==> src/rtl/z_ins_encoder.sv <==
// MIPS instruction-word encoder: field requests in, registered encode into a small FIFO,
// words out tagged with a word address. Optional checksum built when ENC_CHKSUM_EN is defined.
module z_ins_encoder #(
  parameter int unsigned FIFO_DEPTH = 2,
  parameter int unsigned ADDR_W     = 8
) (
  input  logic              clk,
  input  logic              rst_n,
  input  logic              clr,
  input  logic              in_valid,
  output logic              in_ready,
  input  logic [1:0]        fmt,
  input  logic [5:0]        opcode,
  input  logic [4:0]        rs,
  input  logic [4:0]        rt,
  input  logic [4:0]        rd,
  input  logic [4:0]        shamt,
  input  logic [5:0]        funct,
  input  logic [15:0]       imm,
  input  logic [25:0]       target,
  output logic              out_valid,
  input  logic              out_ready,
  output logic [31:0]       out_word,
  output logic [ADDR_W-1:0] out_addr,
  output logic              err_illegal,
  output logic [7:0]        err_cnt,
  output logic [31:0]       chk
);

  localparam int unsigned PtrW = (FIFO_DEPTH > 1) ? $clog2(FIFO_DEPTH) : 1;
  localparam int unsigned CntW = PtrW + 1;
  localparam logic [CntW-1:0] DepthC = CntW'(FIFO_DEPTH);

  typedef enum logic [1:0] {
    FmtR   = 2'b00,
    FmtI   = 2'b01,
    FmtJ   = 2'b10,
    FmtIll = 2'b11
  } fmt_e;

  logic [31:0]       mem_q [FIFO_DEPTH];
  logic [PtrW-1:0]   wr_ptr_q, rd_ptr_q;
  logic [CntW-1:0]   cnt_q, cnt_d;
  logic              in_ready_q;
  logic [ADDR_W-1:0] addr_q;
  logic              err_ill_q;
  logic [7:0]        err_cnt_q;

  logic        accept, push, pop, illegal;
  logic [31:0] enc_word;

  assign accept  = in_valid && in_ready_q;
  assign illegal = accept && (fmt_e'(fmt) == FmtIll);
  assign push    = accept && (fmt_e'(fmt) != FmtIll);
  assign pop     = (cnt_q != '0) && out_ready;

  always_comb begin
    enc_word = '0;
    unique case (fmt_e'(fmt))
      FmtR:    enc_word = {6'b0, rs, rt, rd, shamt, funct};
      FmtI:    enc_word = {opcode, rs, rt, imm};
      FmtJ:    enc_word = {opcode, target};
      FmtIll:  enc_word = '0;
      default: enc_word = '0;
    endcase
  end

  always_comb begin
    cnt_d = cnt_q;
    if (push && !pop) begin
      cnt_d = cnt_q + 1'b1;
    end else if (pop && !push) begin
      cnt_d = cnt_q - 1'b1;
    end
  end

  // in_ready is registered from the next count so it never depends on out_ready combinationally.
  always_ff @(posedge clk or negedge rst_n) begin
    if (!rst_n) begin
      for (int unsigned i = 0; i < FIFO_DEPTH; i++) begin
        mem_q[i] <= '0;
      end
      wr_ptr_q   <= '0;
      rd_ptr_q   <= '0;
      cnt_q      <= '0;
      in_ready_q <= 1'b1;
      addr_q     <= '0;
      err_ill_q  <= 1'b0;
      err_cnt_q  <= '0;
    end else if (clr) begin
      wr_ptr_q   <= '0;
      rd_ptr_q   <= '0;
      cnt_q      <= '0;
      in_ready_q <= 1'b1;
      addr_q     <= '0;
      err_ill_q  <= 1'b0;
      err_cnt_q  <= '0;
    end else begin
      if (push) begin
        mem_q[wr_ptr_q] <= enc_word;
        wr_ptr_q        <= wr_ptr_q + 1'b1;
      end
      if (pop) begin
        rd_ptr_q <= rd_ptr_q + 1'b1;
        addr_q   <= addr_q + 1'b1;
      end
      cnt_q      <= cnt_d;
      in_ready_q <= (cnt_d < DepthC);
      err_ill_q  <= illegal;
      if (illegal && (err_cnt_q != 8'hFF)) begin
        err_cnt_q <= err_cnt_q + 1'b1;
      end
    end
  end

  assign in_ready    = in_ready_q;
  assign out_valid   = (cnt_q != '0);
  assign out_word    = mem_q[rd_ptr_q];
  assign out_addr    = addr_q;
  assign err_illegal = err_ill_q;
  assign err_cnt     = err_cnt_q;

`ifdef ENC_CHKSUM_EN
  logic [31:0] chk_q;
  logic [4:0]  rot_amt;
  logic [31:0] rot_word;

  assign rot_amt  = 5'(addr_q);
  // A rotate by 0 relies on the 32-bit right shift by 32 yielding zero.
  assign rot_word = (out_word << rot_amt) | (out_word >> (6'd32 - {1'b0, rot_amt}));

  always_ff @(posedge clk or negedge rst_n) begin
    if (!rst_n) begin
      chk_q <= '0;
    end else if (clr) begin
      chk_q <= '0;
    end else if (pop) begin
      chk_q <= chk_q ^ rot_word;
    end
  end

  assign chk = chk_q;
`else
  assign chk = 32'h0;
`endif

endmodule

==> config.mk <==
export PLATFORM = sky130hd
export DESIGN_NAME = z_ins_encoder
export DESIGN_NICKNAME = d
export VERILOG_FILES = /design/src/rtl/z_ins_encoder.sv
export SDC_FILE = /design/constraint.sdc
export NUM_CORES = 1
export LEC_CHECK = 0
export CORE_MARGIN = 8
export CORE_UTILIZATION = 40
export CTS_CLUSTER_SIZE = 16
export DETAILED_ROUTE_END_ITERATION = 10
export PLACE_DENSITY = 0.72
export SETUP_SLACK_MARGIN = 0.1
export SLEW_MARGIN = 5
export SYNTH_ARGS = -nofsm -noshare
export SYNTH_HDL_FRONTEND = slang
export SYNTH_SLANG_ARGS = --single-unit
==> constraint.sdc <==
create_clock -name clk -period 2.5 [get_ports clk]
set_clock_uncertainty 0.2 [all_clocks]
set_input_delay 0.5 -clock clk [delete_from_list [all_inputs] [get_ports clk]]
set_output_delay 0.5 -clock clk [all_outputs]
set_load 0.02 [all_outputs]
Word-level counts from Yosys, hierarchy flattened. Cells that the tools add are included.

Input bits: 81. Bits in read-only memories: 0. Output and inout port bits: 83. Latch bits: 0. Logic and storage cells: 63. Register bits after elaboration: 86. Memories: 0. RAM bits: 0.

$mul: 0. Reductions and logical operators: 16. Shifts and indexed selects: 0. Muxes and demuxes: 20. Div/mod/pow operators: 0. Equality and inequality tests: 5. Add/sub/neg operators: 6. $lt $le $gt $ge: 4. Bitwise gates (word level): 3.

Operators by type and width (count): 32-bit 2-to-1 mux (4); 32-bit case mux with 4 select lines (1); 64-bit bitwise mux (1); 32-bit demux with 1-bit select (1); 8-bit 2-to-1 mux (4); 8-bit by 1-bit adder with 8-bit output (second input constant) (2); 1-bit logical AND (8); 8-bit != test (second input constant) (1); 2-bit nonzero test (4); 1-bit 2-to-1 mux (6); 2-bit 2-to-1 mux (3); 2-bit equality test (second input constant) (2); 2-bit greater-or-equal comparator (second input constant) (2); 1-bit NOT with 2-bit output (2); 1-bit adder (second input constant) (2); 2-bit by 1-bit adder with 2-bit output (second input constant) (1); 2-bit by 1-bit equality test with 1-bit output (second input constant) (1); 1-bit logical NOT (2); 2-bit logical NOT (1); 2-bit by 1-bit less-than comparator with 1-bit output (second input constant) (1); 2-bit less-than comparator (second input constant) (1); 2-bit != test (second input constant) (1); 2-bit AND reduction (1); 2-bit by 1-bit subtractor with 2-bit output (second input constant) (1); 1-bit NOT (1).

Logic depth before layout (Yosys ltp).
Depth after elaboration: 8. Mapped depth: 7. Depth with buffers taken out: 6.

Least setup slack after synthesis. No wires, ideal clock.

Path type: register to output. Start: register rd_ptr_q. End: output out_word[22]. Stages on the path, launching flop included: 4. Setup slack: 0.505 ns. Arrival time: 1.295 ns. Cells stage by stage: dfrtp_1 -> clkbuf_1 -> clkbuf_1 -> mux2_2.

Longest elaborated chain between the ends: 4.

RTL lines: start, declared (line 42) `logic [PtrW-1:0] wr_ptr_q, rd_ptr_q;`; start signal, assigned (line 104) `rd_ptr_q <= rd_ptr_q + 1'b1;`; 1-bit NOT with 2-bit output (not written as such) (line 118) `assign out_word = mem_q[rd_ptr_q];`; 32-bit 2-to-1 mux (not written as such) (3 in a row) (line 118); end, declared (line 23) `output logic [31:0] out_word,`.

Every way passes these cells. The select of a mux whose other input is x is not followed.

Final worst setup path.
Start: register rd_ptr_q. End: output out_word[30].

Same word-level chain as after synthesis.

==> flow_summary.yaml <==
run_status:
  status: "finished clean"
synth:
  synth_edf_count: 0
  netlist_area_sq_um: 4640
  netlist_top_cells_area: "dfrtp_1 (46%), mux2_2 (8.0%), nand2_1 (6.4%), o21ai_2 (5.5%), buf_4 (5.3%)"
  yosysTopAreaCellShare_pct: 45.9
  synth_most_common_cell: "dfrtp_1"
  synth_cell_types: 37
  avgSynthCellArea_sq_um: 9.78
  yosysWarnings: 0
  synth-async-reset-ratio_pct: 100
  yosysTopAreaCell: "dfrtp_1"
  ys_top_cells_by_count: "dfrtp_1 (85), nand2_1 (79), nor2_1 (35), buf_4 (33), mux2_2 (33)"
  synth_seq_area_share_pct: 46.4
  synthFlopType: "dfrtp_1"
  ys_ff_latch: 86
  synthCells: 474
timing:
  fin_ws_ns: 0.167
  final-setup-viol-count: 0
  rsz0062_at_grt: "false"
  relSlewSlack_pct: 64.7
  min_period_ns: 2.33
  final_max_slew_viol_count: 0
  tightest_slew_ns: 0.530
  finalHoldViolCount: 0
  fin_crit_sh_pct: 93.3
  max_freq_mhz: 429
drt:
  drt_wl_total_microns: 11800
  drc: 0
  vias_per_cell: 4.91
  ant_nets: 0
  first_iter_violations: 159
  dr.pass1.iters: 4
  avgRoutedWirePerCell_microns: 15.7
  dr_total_vias: 3676
floorplanning:
  ios: 164
  initial_core_util_pct: 40.8
  die_height_microns: 124
  core_sq_um: 11400
  dieWidth_microns: 124
  fp.dieArea_sq_um: 15300
  core.rowCount: 39
worst_setup_path:
  endpoint_kind: "primary output"
  worstSetupStartpoint: "rd_ptr_q"
  crit_path_max_fanout: 25
  r2r-start: "in_ready"
  critPathKind: "reg2out"
  worstPathRequired_ns: 1.80
  crit_arrival_ns: 1.63
  start_kind: "register"
power_and_ir_drop:
  power_mw: 6.19
  switchingPower_mw: 2.16
  p_leak_nw: 2.91
  peakVddDrop_uv: 382
  internal-power_mw: 4.03
  power.density_nw_per_um2: 988
  switching_share_pct: 34.9
  p_seq_share_pct: 35.2
  power_frac_clock_pct: 23.7
  pwr-share-comb_pct: 41.2
global_routing:
  grt_first_pass_wirelength_microns: 19200
  grt_usage_pct: 15.7
  grt_max_degree: 65
  met1_usage_pct: 18.3
  antenna_found_initial: 0
  overflow: 0
  top_usage_layer: "met2"
  grtUsageMet2_pct: 27.6
  first_global_vias: 3894
  grtUsageMet3_pct: 4.44
clock_network:
  clock_latency_ns: 0.33
  clock_sinks: 86
  cts-root-buf: "clkbuf_16"
  h-tree-depth: 3
  clkTransAtPathRegs_ns: 0.06
  cts_tree: "yes"
  cts_buffers: 9
  clockBufferDepth: 2
layout:
  nNetsFinal: 685
  drive_gt1_share_pct: 16.3
  areaGrowthSynthToFinish_pct: 35.1
  nFillCells: 1031
  diodes: 0
  layoutNonFillerInstCount: 749
placed_design:
  io_buffers: 131
  dp_hpwl_microns: 8580
  dp.cells: 732
  place.gp.congestion: 0.861
  pre_cts_slack_ns: -0.0293
run:
  drv_cap: 0
hold_path:
  worstHoldStart: "mem_q[18]"
  hold_class: "reg2reg"
[critical path: stages, from the launching register on]
cell and delay (ns):
dfrtp_1 0.39, buf_12 0.21, mux2_2 0.36, dlygate4sd2_1 0.33
[flip-flops by register name, indices dropped and copies added (netlist names)]
signal,count
rd_ptr_q,1
in_ready,1
wr_ptr_q,1
out_addr,8
err_cnt,8
mem_q,64
err_illegal,1
cnt_q,2
[power groups by stage]
| stage | sequential [mW] | clock, mW | combinational, mW |
|---|---|---|---|
| after CTS | 2.18 | 1.50 | 2.60 |
| after global placement | 2.17 | 0 | 2.74 |
| after detailed placement | 2.20 | 0 | 2.80 |
| final | 2.18 | 1.46 | 2.55 |
| after global routing | 2.25 | 1.56 | 2.80 |
| after floorplan | 2.15 | 0 | 1.74 |
[per-layer routing]
| metal | share of wire, % | up-vias |
|---|---|---|
| met2 | 51 | 107 |
| li1 | - | 1803 |
| met4 | 1.3 | 0 |
| met5 | 0 | - |
| met1 | 41 | 1753 |
| met3 | 6.7 | 13 |
[cells by family after synthesis]
| family | after synthesis | share of synthesized area (%) |
|---|---|---|
| other | 1 | 0.0809 |
| muxes | 52 | 12.1 |
| xor gates and xnor gates | 13 | 2.46 |
| adders and majority gates | 3 | 0.810 |
| and+or+nand+nor | 151 | 14.4 |
| buffers and inverters | 65 | 9.88 |
| AOI/OAI and AO/OA | 103 | 13.8 |
| DFF | 86 | 46.4 |
[final timing paths]
check                           slack (ns)  cells after the start            to
worst max register to register        0.45                      5     mem_q[63]
worst min-delay path                  0.27                      2     mem_q[18]
worst min register to register        0.27                      2     mem_q[18]
max in group asynchronous             0.98                      3     mem_q[17]
min in group asynchronous             0.48                      2    err_cnt[3]
worst max-delay path                  0.17                      3  out_word[30]
[stage by stage]
stage	utilization (%)	hold WS, ns	instance area (sq um)	setup TNS [ns]
6_report	55.1	0.273	6260	0
4_1_cts	55.1	0.277	6260	0
3_3_place_gp	52.4	0.253	5960	-0.00747
2_1_floorplan	-	0.00441	4750	0
5_1_grt	55.1	0.299	6260	0
3_5_place_dp	52.4	0.263	5960	-0.0293
[final cells by class]
class	instances	area (sq um)	share of cell area, %
inverters	3	11.3	0.180
repair buffers	147	1440	23.0
clock buffers	13	270	4.31
well taps	143	179	2.86
flip-flops and latches	86	2150	34.4
multi-input cells	354	2150	34.3
clock inverters	3	65.1	1.04
[placed cells by master, fill, tap and decap left out, types with 4 or more instances in the layout]
cell             synthesis  layout
nor2b_1                 16      16
buf_4                   33      12
o21ai_1                 32      32
o21ai_2                 29      29
clkbuf_16                0       9
and3_1                   4       4
mux2i_1                 19      19
mux2_2                  33      33
a21oi_1                 30      30
buf_12                   0       4
nor2_1                  35      35
xor2_1                   8       8
o21ai_0                  6       6
dfrtp_1                 85      85
conb_1                   1      32
xnor2_1                  5       5
nand2_1                 79      79
clkdlybuf4s50_1          0      96
dlygate4sd2_1            0      32
nand4_1                  6       6
[timing repair]
action,CTS,global route
pin swaps,0,0
buffers inserted,0,0
gates resized for setup,32,1
cloned,0,0
hold endpoints to repair,38,0
hold buffers,1,0
endpoints found under the setup margin,32,1
No activity file was read; power rests on OpenSTA's default activity.
